### config.mk
export PLATFORM = sky130hd
export DESIGN_NAME = alu_seq_flat
export DESIGN_NICKNAME = d
export VERILOG_FILES = /design/src/rtl/alu_seq_if.sv /design/src/rtl/alu_seq.sv /design/src/flat_wrapper.sv
export SDC_FILE = /design/constraint.sdc
export NUM_CORES = 1
export LEC_CHECK = 0
export CORE_UTILIZATION = 50
export DETAILED_ROUTE_END_ITERATION = 12
export GPL_TIMING_DRIVEN = 0
export HOLD_SLACK_MARGIN = 0.02
export PLACE_DENSITY_LB_ADDON = 0.08
export SETUP_SLACK_MARGIN = 0.3
export SYNTH_ARGS = -nofsm -noshare
export SYNTH_HDL_FRONTEND = slang
export SYNTH_SLANG_ARGS = --single-unit
### constraint.sdc
create_clock -name clk -period 5 [get_ports clk]
set_clock_uncertainty 0.2 [all_clocks]
set_input_delay 1 -clock clk [delete_from_list [all_inputs] [get_ports clk]]
set_output_delay 1 -clock clk [all_outputs]
set_load 0.05 [all_outputs]
### src/rtl/alu_seq_if.sv
// Handshake and operand bundle between the control FSM and the multi-cycle ALU.
// The master issues ops; the slave (ALU) returns status, result and flags.
interface alu_seq_if #(
  parameter int WIDTH = 16,
  parameter int CNT_W = $clog2(WIDTH)
);
  logic             start;
  logic [1:0]       block_sel;
  logic [1:0]       block_func;
  logic             byte_op;
  logic             carry_in;
  logic [CNT_W-1:0] shamt;
  logic [WIDTH-1:0] src_a;
  logic [WIDTH-1:0] src_b;
  logic             busy;
  logic             done;
  logic [WIDTH-1:0] result;
  logic             carry;
  logic             zero;
  logic             neg;
  logic             ovf;

  modport master (
    output start, block_sel, block_func, byte_op,
    output carry_in, shamt, src_a, src_b,
    input  busy, done, result, carry, zero, neg, ovf
  );

  modport slave (
    input  start, block_sel, block_func, byte_op,
    input  carry_in, shamt, src_a, src_b,
    output busy, done, result, carry, zero, neg, ovf
  );
endinterface

### src/rtl/alu_seq.sv
// Multi-cycle XMakina ALU: arith, logic, bit-serial shifter and move blocks.
// Operands latch on accept; result and flags register when the op completes.
module alu_seq #(
  parameter int WIDTH = 16,
  parameter int CNT_W = $clog2(WIDTH)
) (
  input  logic     clk,
  input  logic     rst_n,
  alu_seq_if.slave bus
);
  typedef enum logic [1:0] {IDLE, SHIFT, DONE} state_t;

  state_t           state, state_n;
  logic [WIDTH-1:0] a_q, w_q, w_n;
  logic [1:0]       sel_q, func_q;
  logic             byte_q, c_q, c_n;
  logic [CNT_W-1:0] cnt_q;
  logic             done_q;
  logic [WIDTH-1:0] res_q;
  logic             c_f, z_f, n_f, v_f;
  logic             accept, is_shift;

  assign accept   = (state == IDLE) && bus.start;
  assign is_shift = (bus.block_sel == 2'd2)
                 && (bus.block_func != 2'd2)
                 && (bus.shamt != '0);

  always_comb begin
    state_n = state;
    case (state)
      IDLE:  if (accept) state_n = is_shift ? SHIFT : DONE;
      SHIFT: if (cnt_q == CNT_W'(1)) state_n = DONE;
      DONE:  state_n = IDLE;
      default: state_n = IDLE;
    endcase
  end

  // One bit per cycle; byte ops keep w_q[WIDTH-1:8] untouched.
  always_comb begin
    w_n = w_q;
    c_n = c_q;
    unique case (1'b1)
      func_q == 2'd0: begin
        c_n = w_q[0];
        if (byte_q) w_n[7:0] = {w_q[7], w_q[7:1]};
        else        w_n = {w_q[WIDTH-1], w_q[WIDTH-1:1]};
      end
      func_q == 2'd1: begin
        c_n = w_q[0];
        if (byte_q) w_n[7:0] = {c_q, w_q[7:1]};
        else        w_n = {c_q, w_q[WIDTH-1:1]};
      end
      func_q == 2'd3: begin
        if (byte_q) begin
          c_n      = w_q[7];
          w_n[7:0] = {w_q[6:0], 1'b0};
        end else begin
          c_n = w_q[WIDTH-1];
          w_n = {w_q[WIDTH-2:0], 1'b0};
        end
      end
      default: ;
    endcase
  end

  logic [WIDTH-1:0] op_a, lg, mv, r;
  logic [WIDTH:0]   sum_w;
  logic [8:0]       sum_b;
  logic             ci, cr, vr, nr, zr, be, upd;

  always_comb begin
    op_a  = func_q[1] ? ~a_q : a_q;
    ci    = func_q[0] ? c_q : func_q[1];
    sum_w = {1'b0, w_q} + {1'b0, op_a} + {{WIDTH{1'b0}}, ci};
    sum_b = {1'b0, w_q[7:0]} + {1'b0, op_a[7:0]} + {8'd0, ci};
    lg    = w_q;
    mv    = a_q;
    r     = w_q;
    cr    = 1'b0;
    vr    = 1'b0;
    be    = byte_q;
    upd   = 1'b1;
    case (func_q)
      2'd0: lg = w_q ^ a_q;
      2'd1: lg = w_q & a_q;
      2'd2: lg = w_q & ~a_q;
      default: lg = w_q | a_q;
    endcase
    case (func_q)
      2'd0: mv = a_q;
      2'd1: mv = {{(WIDTH-8){1'b0}}, a_q[7:0]};
      2'd2: mv = {{(WIDTH-8){a_q[7]}}, a_q[7:0]};
      default: mv[15:0] = {a_q[7:0], a_q[15:8]};
    endcase
    case (sel_q)
      2'd0: begin
        if (byte_q) begin
          r  = {w_q[WIDTH-1:8], sum_b[7:0]};
          cr = sum_b[8];
          vr = (w_q[7] == op_a[7]) && (sum_b[7] != w_q[7]);
        end else begin
          r  = sum_w[WIDTH-1:0];
          cr = sum_w[WIDTH];
          vr = (w_q[WIDTH-1] == op_a[WIDTH-1])
            && (sum_w[WIDTH-1] != w_q[WIDTH-1]);
        end
      end
      2'd1: r = byte_q ? {w_q[WIDTH-1:8], lg[7:0]} : lg;
      2'd2: begin
        cr = c_q;
        if (func_q == 2'd2) begin
          r  = {{(WIDTH-8){w_q[7]}}, w_q[7:0]};
          be = 1'b0;
        end
      end
      default: begin
        r   = mv;
        be  = 1'b0;
        upd = 1'b0;
      end
    endcase
    nr = be ? r[7] : r[WIDTH-1];
    zr = be ? (r[7:0] == 8'd0) : (r == '0);
  end

  always_ff @(posedge clk or negedge rst_n) begin
    if (!rst_n) begin
      state  <= IDLE;
      done_q <= 1'b0;
      res_q  <= '0;
      c_f    <= 1'b0;
      z_f    <= 1'b0;
      n_f    <= 1'b0;
      v_f    <= 1'b0;
      a_q    <= '0;
      w_q    <= '0;
      sel_q  <= 2'd0;
      func_q <= 2'd0;
      byte_q <= 1'b0;
      c_q    <= 1'b0;
      cnt_q  <= '0;
    end else begin
      state  <= state_n;
      done_q <= (state == DONE);
      if (accept) begin
        a_q    <= bus.src_a;
        w_q    <= bus.src_b;
        sel_q  <= bus.block_sel;
        func_q <= bus.block_func;
        byte_q <= bus.byte_op;
        c_q    <= bus.carry_in;
        cnt_q  <= bus.shamt;
      end else if (state == SHIFT) begin
        w_q   <= w_n;
        c_q   <= c_n;
        cnt_q <= cnt_q - CNT_W'(1);
      end
      if (state == DONE) begin
        res_q <= r;
        if (upd) begin
          c_f <= cr;
          z_f <= zr;
          n_f <= nr;
          v_f <= vr;
        end
      end
    end
  end

  assign bus.busy   = (state != IDLE);
  assign bus.done   = done_q;
  assign bus.result = res_q;
  assign bus.carry  = c_f;
  assign bus.zero   = z_f;
  assign bus.neg    = n_f;
  assign bus.ovf    = v_f;
endmodule

### src/flat_wrapper.sv
// flat-port wrapper written by rule: the top's interface ports become plain ports
module alu_seq_flat 
#(
  parameter int WIDTH = 16,
  parameter int CNT_W = $clog2(WIDTH)
)
  (clk, rst_n, bus_start, bus_block_sel, bus_block_func, bus_byte_op, bus_carry_in, bus_shamt, bus_src_a, bus_src_b, bus_busy, bus_done, bus_result, bus_carry, bus_zero, bus_neg, bus_ovf);
  alu_seq_if #(.WIDTH(WIDTH), .CNT_W(CNT_W)) bus_i ();
  input  logic clk;
  input  logic rst_n;
  input wire logic [$bits(bus_i.start)-1:0] bus_start;
  input wire logic [$bits(bus_i.block_sel)-1:0] bus_block_sel;
  input wire logic [$bits(bus_i.block_func)-1:0] bus_block_func;
  input wire logic [$bits(bus_i.byte_op)-1:0] bus_byte_op;
  input wire logic [$bits(bus_i.carry_in)-1:0] bus_carry_in;
  input wire logic [$bits(bus_i.shamt)-1:0] bus_shamt;
  input wire logic [$bits(bus_i.src_a)-1:0] bus_src_a;
  input wire logic [$bits(bus_i.src_b)-1:0] bus_src_b;
  output wire logic [$bits(bus_i.busy)-1:0] bus_busy;
  output wire logic [$bits(bus_i.done)-1:0] bus_done;
  output wire logic [$bits(bus_i.result)-1:0] bus_result;
  output wire logic [$bits(bus_i.carry)-1:0] bus_carry;
  output wire logic [$bits(bus_i.zero)-1:0] bus_zero;
  output wire logic [$bits(bus_i.neg)-1:0] bus_neg;
  output wire logic [$bits(bus_i.ovf)-1:0] bus_ovf;
  assign bus_i.start = bus_start;
  assign bus_i.block_sel = bus_block_sel;
  assign bus_i.block_func = bus_block_func;
  assign bus_i.byte_op = bus_byte_op;
  assign bus_i.carry_in = bus_carry_in;
  assign bus_i.shamt = bus_shamt;
  assign bus_i.src_a = bus_src_a;
  assign bus_i.src_b = bus_src_b;
  assign bus_busy = bus_i.busy;
  assign bus_done = bus_i.done;
  assign bus_result = bus_i.result;
  assign bus_carry = bus_i.carry;
  assign bus_zero = bus_i.zero;
  assign bus_neg = bus_i.neg;
  assign bus_ovf = bus_i.ovf;
  alu_seq #(.WIDTH(WIDTH), .CNT_W(CNT_W)) u_core (.clk(clk), .rst_n(rst_n), .bus(bus_i));
endmodule
======== Yosys cells after proc, flatten, opt, wreduce, memory -nomap -nowiden ========
Index checks and enable logic that the tools add are counted.
storage, ports and cells
  register bits after elaboration ......... 65
  bits in latches ......................... 0
  RAM bits ................................ 0
  memory bits (read-only) ................. 0
  input port bits ......................... 45
  output and inout port bits .............. 22
  memories kept ........................... 0
operators by class
  add/sub/neg operators ................... 5
  $mul .................................... 0
  divide/modulo/power cells ............... 0
  $lt $le $gt $ge ......................... 0
  equal/unequal tests ..................... 20
  shift-type cells ........................ 0
  multiplexer cells ....................... 35
  bitwise logic cells ..................... 5
  reduce and logical (&&, ||, !) cells .... 26
operators with widths
  cell                                                             number
  16-bit case mux with 3 select lines                              4
  16-bit 2-to-1 mux                                                6
  16-bit bitwise AND                                               2
  8-bit 2-to-1 mux                                                 4
  16-bit by 16-bit adder with 17-bit output                        1
  17-bit by 1-bit adder with 17-bit output                         1
  16-bit logical NOT                                               1
  16-bit inverter                                                  1
  16-bit OR                                                        1
  16-bit bitwise XOR                                               1
  1-bit 2-to-1 mux                                                 11
  2-bit == test, second input constant                             5
  5-bit AND reduction                                              2
  8-bit by 8-bit adder with 9-bit output                           1
  9-bit by 1-bit adder with 9-bit output                           1
  3-bit != test, second input constant                             3
  8-bit logical NOT                                                1
  4-bit 2-to-1 mux                                                 2
  2-bit AND reduction                                              4
  4-bit nonzero test                                               2
  7-bit 2-to-1 mux                                                 1
  2-bit by 1-bit == test with 1-bit output, second input constant  3
  2-bit logical NOT                                                3
  2-bit 2-to-1 mux                                                 3
  other kinds (14)                                                 27

======== Logic depth before layout (Yosys ltp) ========
  depth in word-level cells ............... 8
  mapped depth ............................ 16
  depth with buffers taken out ............ 14

======== Least setup slack after synthesis ========
OpenSTA, ideal clock, no wires.
  path kind ............................... reg2reg
  from .................................... register u_core.func_q[1]
  to ...................................... register u_core.z_f (netlist: u_core.bus.zero)
  data arrival time ....................... 3461 ps
  data required time ...................... 4733 ps
  slack ................................... 1272 ps
  stages on the path, launching flop included .. 15
  clock period less this slack ............ 3728 ps
  path through ............................ dfrtp_1 clkbuf_1 clkbuf_1 xnor2_1 fa_1 inv_1 fa_1 a21oi_1 o2bb2ai_1 o2111ai_1 a31oi_1 a2111oi_0 nand4_1 o41ai_2 a22o_1
on the way
  longest elaborated chain between the ends .. 7
RTL lines
  element                                                                                              line                          source
  start, declared                                                                                      alu_seq.sv:15                 logic [1:0] sel_q, func_q;
  start signal, assigned                                                                               alu_seq.sv:149                func_q <= bus.block_func;
  16-bit 2-to-1 mux                                                                                    alu_seq.sv:72                 op_a = func_q[1] ? ~a_q : a_q;
  16-bit by 16-bit adder with 17-bit output or 8-bit by 8-bit adder with 9-bit output (tied branches)  alu_seq.sv:74, alu_seq.sv:75
  17-bit by 1-bit adder with 17-bit output or 9-bit by 1-bit adder with 9-bit output (tied branches)   alu_seq.sv:74, alu_seq.sv:75
  16-bit 2-to-1 mux                                                                                    alu_seq.sv:97                 if (byte_q) begin
  16-bit case mux with 3 select lines                                                                  alu_seq.sv:95                 case (sel_q)
  16-bit logical NOT or 8-bit logical NOT (tied branches)                                              alu_seq.sv:123                zr = be ? (r[7:0] == 8'd0) : (r == '0);
  1-bit 2-to-1 mux *                                                                                   alu_seq.sv:123
  end signal, assigned                                                                                 alu_seq.sv:162                z_f <= zr;
  end, declared                                                                                        alu_seq.sv:20                 logic c_f, z_f, n_f, v_f;
Mark *: on every way between the ends. The rest lies on a longest branch, timed or not.
A chain may end at the register's enable or synchronous reset.

======== Worst setup path in the final report ========
  from .................................... register u_core.func_q[0]
  to ...................................... register u_core.z_f (netlist: u_core.bus.zero)
on the way
  longest elaborated chain between the ends .. 6
RTL lines
  element                                                                 line                           source
  1-bit 2-to-1 mux, or another cell as far along                          alu_seq.sv:73                  ci = func_q[0] ? c_q : func_q[1];
  17-bit by 1-bit adder with 17-bit output, or another cell as far along  alu_seq.sv:74                  sum_w = {1'b0, w_q} + {1'b0, op_a} + {{WIDTH{1'b0}}, ci};
  16-bit 2-to-1 mux (on tied branches)                                    alu_seq.sv:97, alu_seq.sv:108
  16-bit case mux with 3 select lines                                     alu_seq.sv:95
  16-bit logical NOT or 8-bit logical NOT (tied branches)                 alu_seq.sv:123
  1-bit 2-to-1 mux *                                                      alu_seq.sv:123
Marks and branches as above.

==> impl_metrics.toml <==
[worst_setup_path]
critPathCaptureType = "register"
worstPathRequired_ps = 5080
arrival_ps = 4510
startpoint_type = "register"
r2r_start = "u_core.func_q[0]"
critical_path_class = "reg2reg"
cp_max_fo = 10
startpoint = "u_core.func_q[0]"

[synthesis]
synth-seq-area-share_pct = 28.8
ys_warn_count = 0
synth_edf_count = 0
synth_cells = 697
syn_nets = 789
postSynthAreaPerCell_um2 = 8.10
synth_ff_type = "dfrtp_1"
synthArstFlopShare_pct = 100
ys_ff_latch = 65
syn-cell-area_um2 = 5650
synth_cell_types = 74

[timing]
fin_crit_ps = 4420
slew_viol_final = 0
tightest_slew_ps = 1080
max_slew_margin_pct = 27.2
worst_slack_ps = 576
whs_ps = 268
tns_ps = 0
rsz0062_at_grt = "false"
setup_viol = 0
fin_crit_sh_pct = 88.5
fmax_ghz = 0.226
hold_viol_final = 0

[global_routing]
grt.overflow.total = 0
antenna_found_initial = 0
met3_usage_pct = 6.09
grtUsageTotal_pct = 34.8
first_global_vias = 5369
grt_use_met1_pct = 44.5
grt_pass1_wl_mm = 29.8
use_met2_pct = 55.6
grt_max_degree = 66
busiest_layer = "met2"

[layout]
final_layout_size_suffix_gt1_share_pct = 7.19
n_fill_cell = 1001
synthToLayoutAreaGrowth_pct = 20.1
final_util_pct = 62.0
nets = 866
antenna_cells = 0

[floorplan]
dieWidth_um = 108
core.rowCount = 38
pin_count = 67
die_y_um = 108
initial_core_util_pct = 51.6
coreArea_um2 = 10900
die_area_um2 = 11700

[job]
maxCapViolations = 0

[clock_network]
clock_sinks = 65
cts_buffer_depth = 2
htreeDepth = 3
clk_latency_ps = 350
cts.clk_slew.worst_paths_ps = 50
cts-root-buf = "clkbuf_16"
cts_setup_buffers = 0
cts_tree = "built"
numCtsBuffers = 9

[status]
outcome = "finished, final reports clean"

[min_path]
min_path_type = "reg2reg"
min-delay-start = "u_core.bus.result[14]"

[routing]
drtIter0Drc = 553
drtPass1Iterations = 5
drt_wl_total_mm = 19.7
ant_nets = 0
num_vias = 5828
post-route-drc-count = 0
vias_per_cell = 6.34
post_drt_wl_per_cell_um = 21.4

[placed_design]
dpl.hpwl_mm = 15.0
place_congestion = 0.932
port-buffer-count = 66
place_ws_ps = -177
metal layers:
metal | vias up | part of all wire [%]
met3 | 50 | 8.0
met5 | - | 0
met1 | 2771 | 42
li1 | 2700 | -
met2 | 307 | 46
met4 | 0 | 4.2
sequential cells by signal (all words and copies together), names as in the netlist:
| register | cells |
|---|---|
| u_core.bus.neg | 1 |
| u_core.c_q | 1 |
| u_core.a_q | 16 |
| u_core.func_q | 2 |
| u_core.w_q | 16 |
| u_core.bus.carry | 1 |
| u_core.bus.result | 16 |
| u_core.cnt_q | 4 |
| u_core.byte_q | 1 |
| u_core.bus.done | 1 |
| u_core.sel_q | 2 |
| u_core.state | 2 |
| u_core.bus.ovf | 1 |
| u_core.bus.zero | 1 |
kinds of logic (layout without fill, tap and decap cells):
logic type      Yosys count  in the layout  share of synthesized area [%]
compound gates          246            246                           29.5
simple gates            205            205                           17.2
buf+inv                  92            174                           6.87
flops                    65             65                           28.8
fa+ha+maj                47             47                           10.7
xor+xnor                 32             32                           4.96
mux                      10             10                           2.04
metrics by stage:
step	instances	area (µm²)
final	919	6780
after global routing	919	6780
after CTS	919	6780
after detailed placement	903	6480
after global placement	903	6480
after floorplan	697	5650
worst max-delay path: stages, from the launching register on:
cell       delay (ps)
dfrtp_1           410
inv_1             110
ha_2              290
buf_4             230
buf_2             240
a21oi_1           200
fa_1              280
inv_1              80
fa_1              450
a21oi_1           270
o2bb2ai_1         140
o2111ai_1         230
a31oi_1           190
a2111oi_2         360
nand4_1           200
o41ai_2           300
a22o_1            170
layout by cell type (no fill, tap or decap), types with 23 or more instances in the layout:
cell type	Yosys	layout
a21oi_1	44	44
clkbuf_1	24	25
clkdlybuf4s50_1	0	65
dfrtp_1	65	65
ha_1	45	44
inv_1	40	40
nand2_1	100	100
nor2_1	36	36
o21ai_0	79	79
xor2_1	23	23
path summary, 6_finish.rpt:
check / cells past startpoint / endpoint / slack, ps
max in group asynchronous: 1 / u_core.w_q[8] / 3480
min in group asynchronous: 1 / u_core.bus.result[0] / 560
worst max register to register: 16 / u_core.bus.zero / 580
worst max-delay path: 16 / u_core.bus.zero / 580
worst min-delay path: 2 / u_core.bus.result[14] / 270
worst min register to register: 2 / u_core.bus.result[14] / 270
cell type report:
| cell class | count | area, µm² | area share, % |
|---|---|---|---|
| timing repair buffer | 66 | 658 | 9.71 |
| sequential | 65 | 1630 | 24.0 |
| inverter | 42 | 158 | 2.33 |
| clock buffer | 13 | 250 | 3.69 |
| tap | 140 | 175 | 2.58 |
| multi-input combinational | 540 | 3640 | 53.7 |
| buffer | 50 | 233 | 3.43 |
| clock inverter | 3 | 40.0 | 0.591 |
synthesized netlist by cell type, types with 4 or more instances:
cell        n  area share [%]
a221o_1    21             3.7
xor2_1     23             3.6
a31oi_1    10             1.1
buf_1       5            0.33
xnor2_1     9             1.4
nand3_1    14             1.2
nand2b_1   10             1.1
buf_2      16             1.4
a211oi_1   12             1.6
buf_4       4            0.53
a22oi_1     7            0.93
nor2b_1     5            0.55
nor3_1      7            0.62
and2_1      5            0.55
dfrtp_1    65              29
a32o_1      6             1.1
a21oi_1    44             3.9
nor2_1     36             2.4
ha_1       45              10
clkbuf_1   24             1.6
a221oi_1    9             1.4
mux2i_1     7             1.2
nor3b_1     4            0.53
o21a_1      5            0.66
inv_1      40             2.7
o211ai_1   12             1.6
nand2_1   100             6.6
o21ai_0    79             7.0
repair_timing:
action                                  in CTS  in global routing
hold buffers                                 0                  0
endpoints found under the setup margin       2                  1
gates cloned                                 0                  0
gates resized for setup                      4                  1
Power is left out: the tool's default activity adds up to more than one toggle a clock period on the data nets, which glitch-free logic cannot reach.
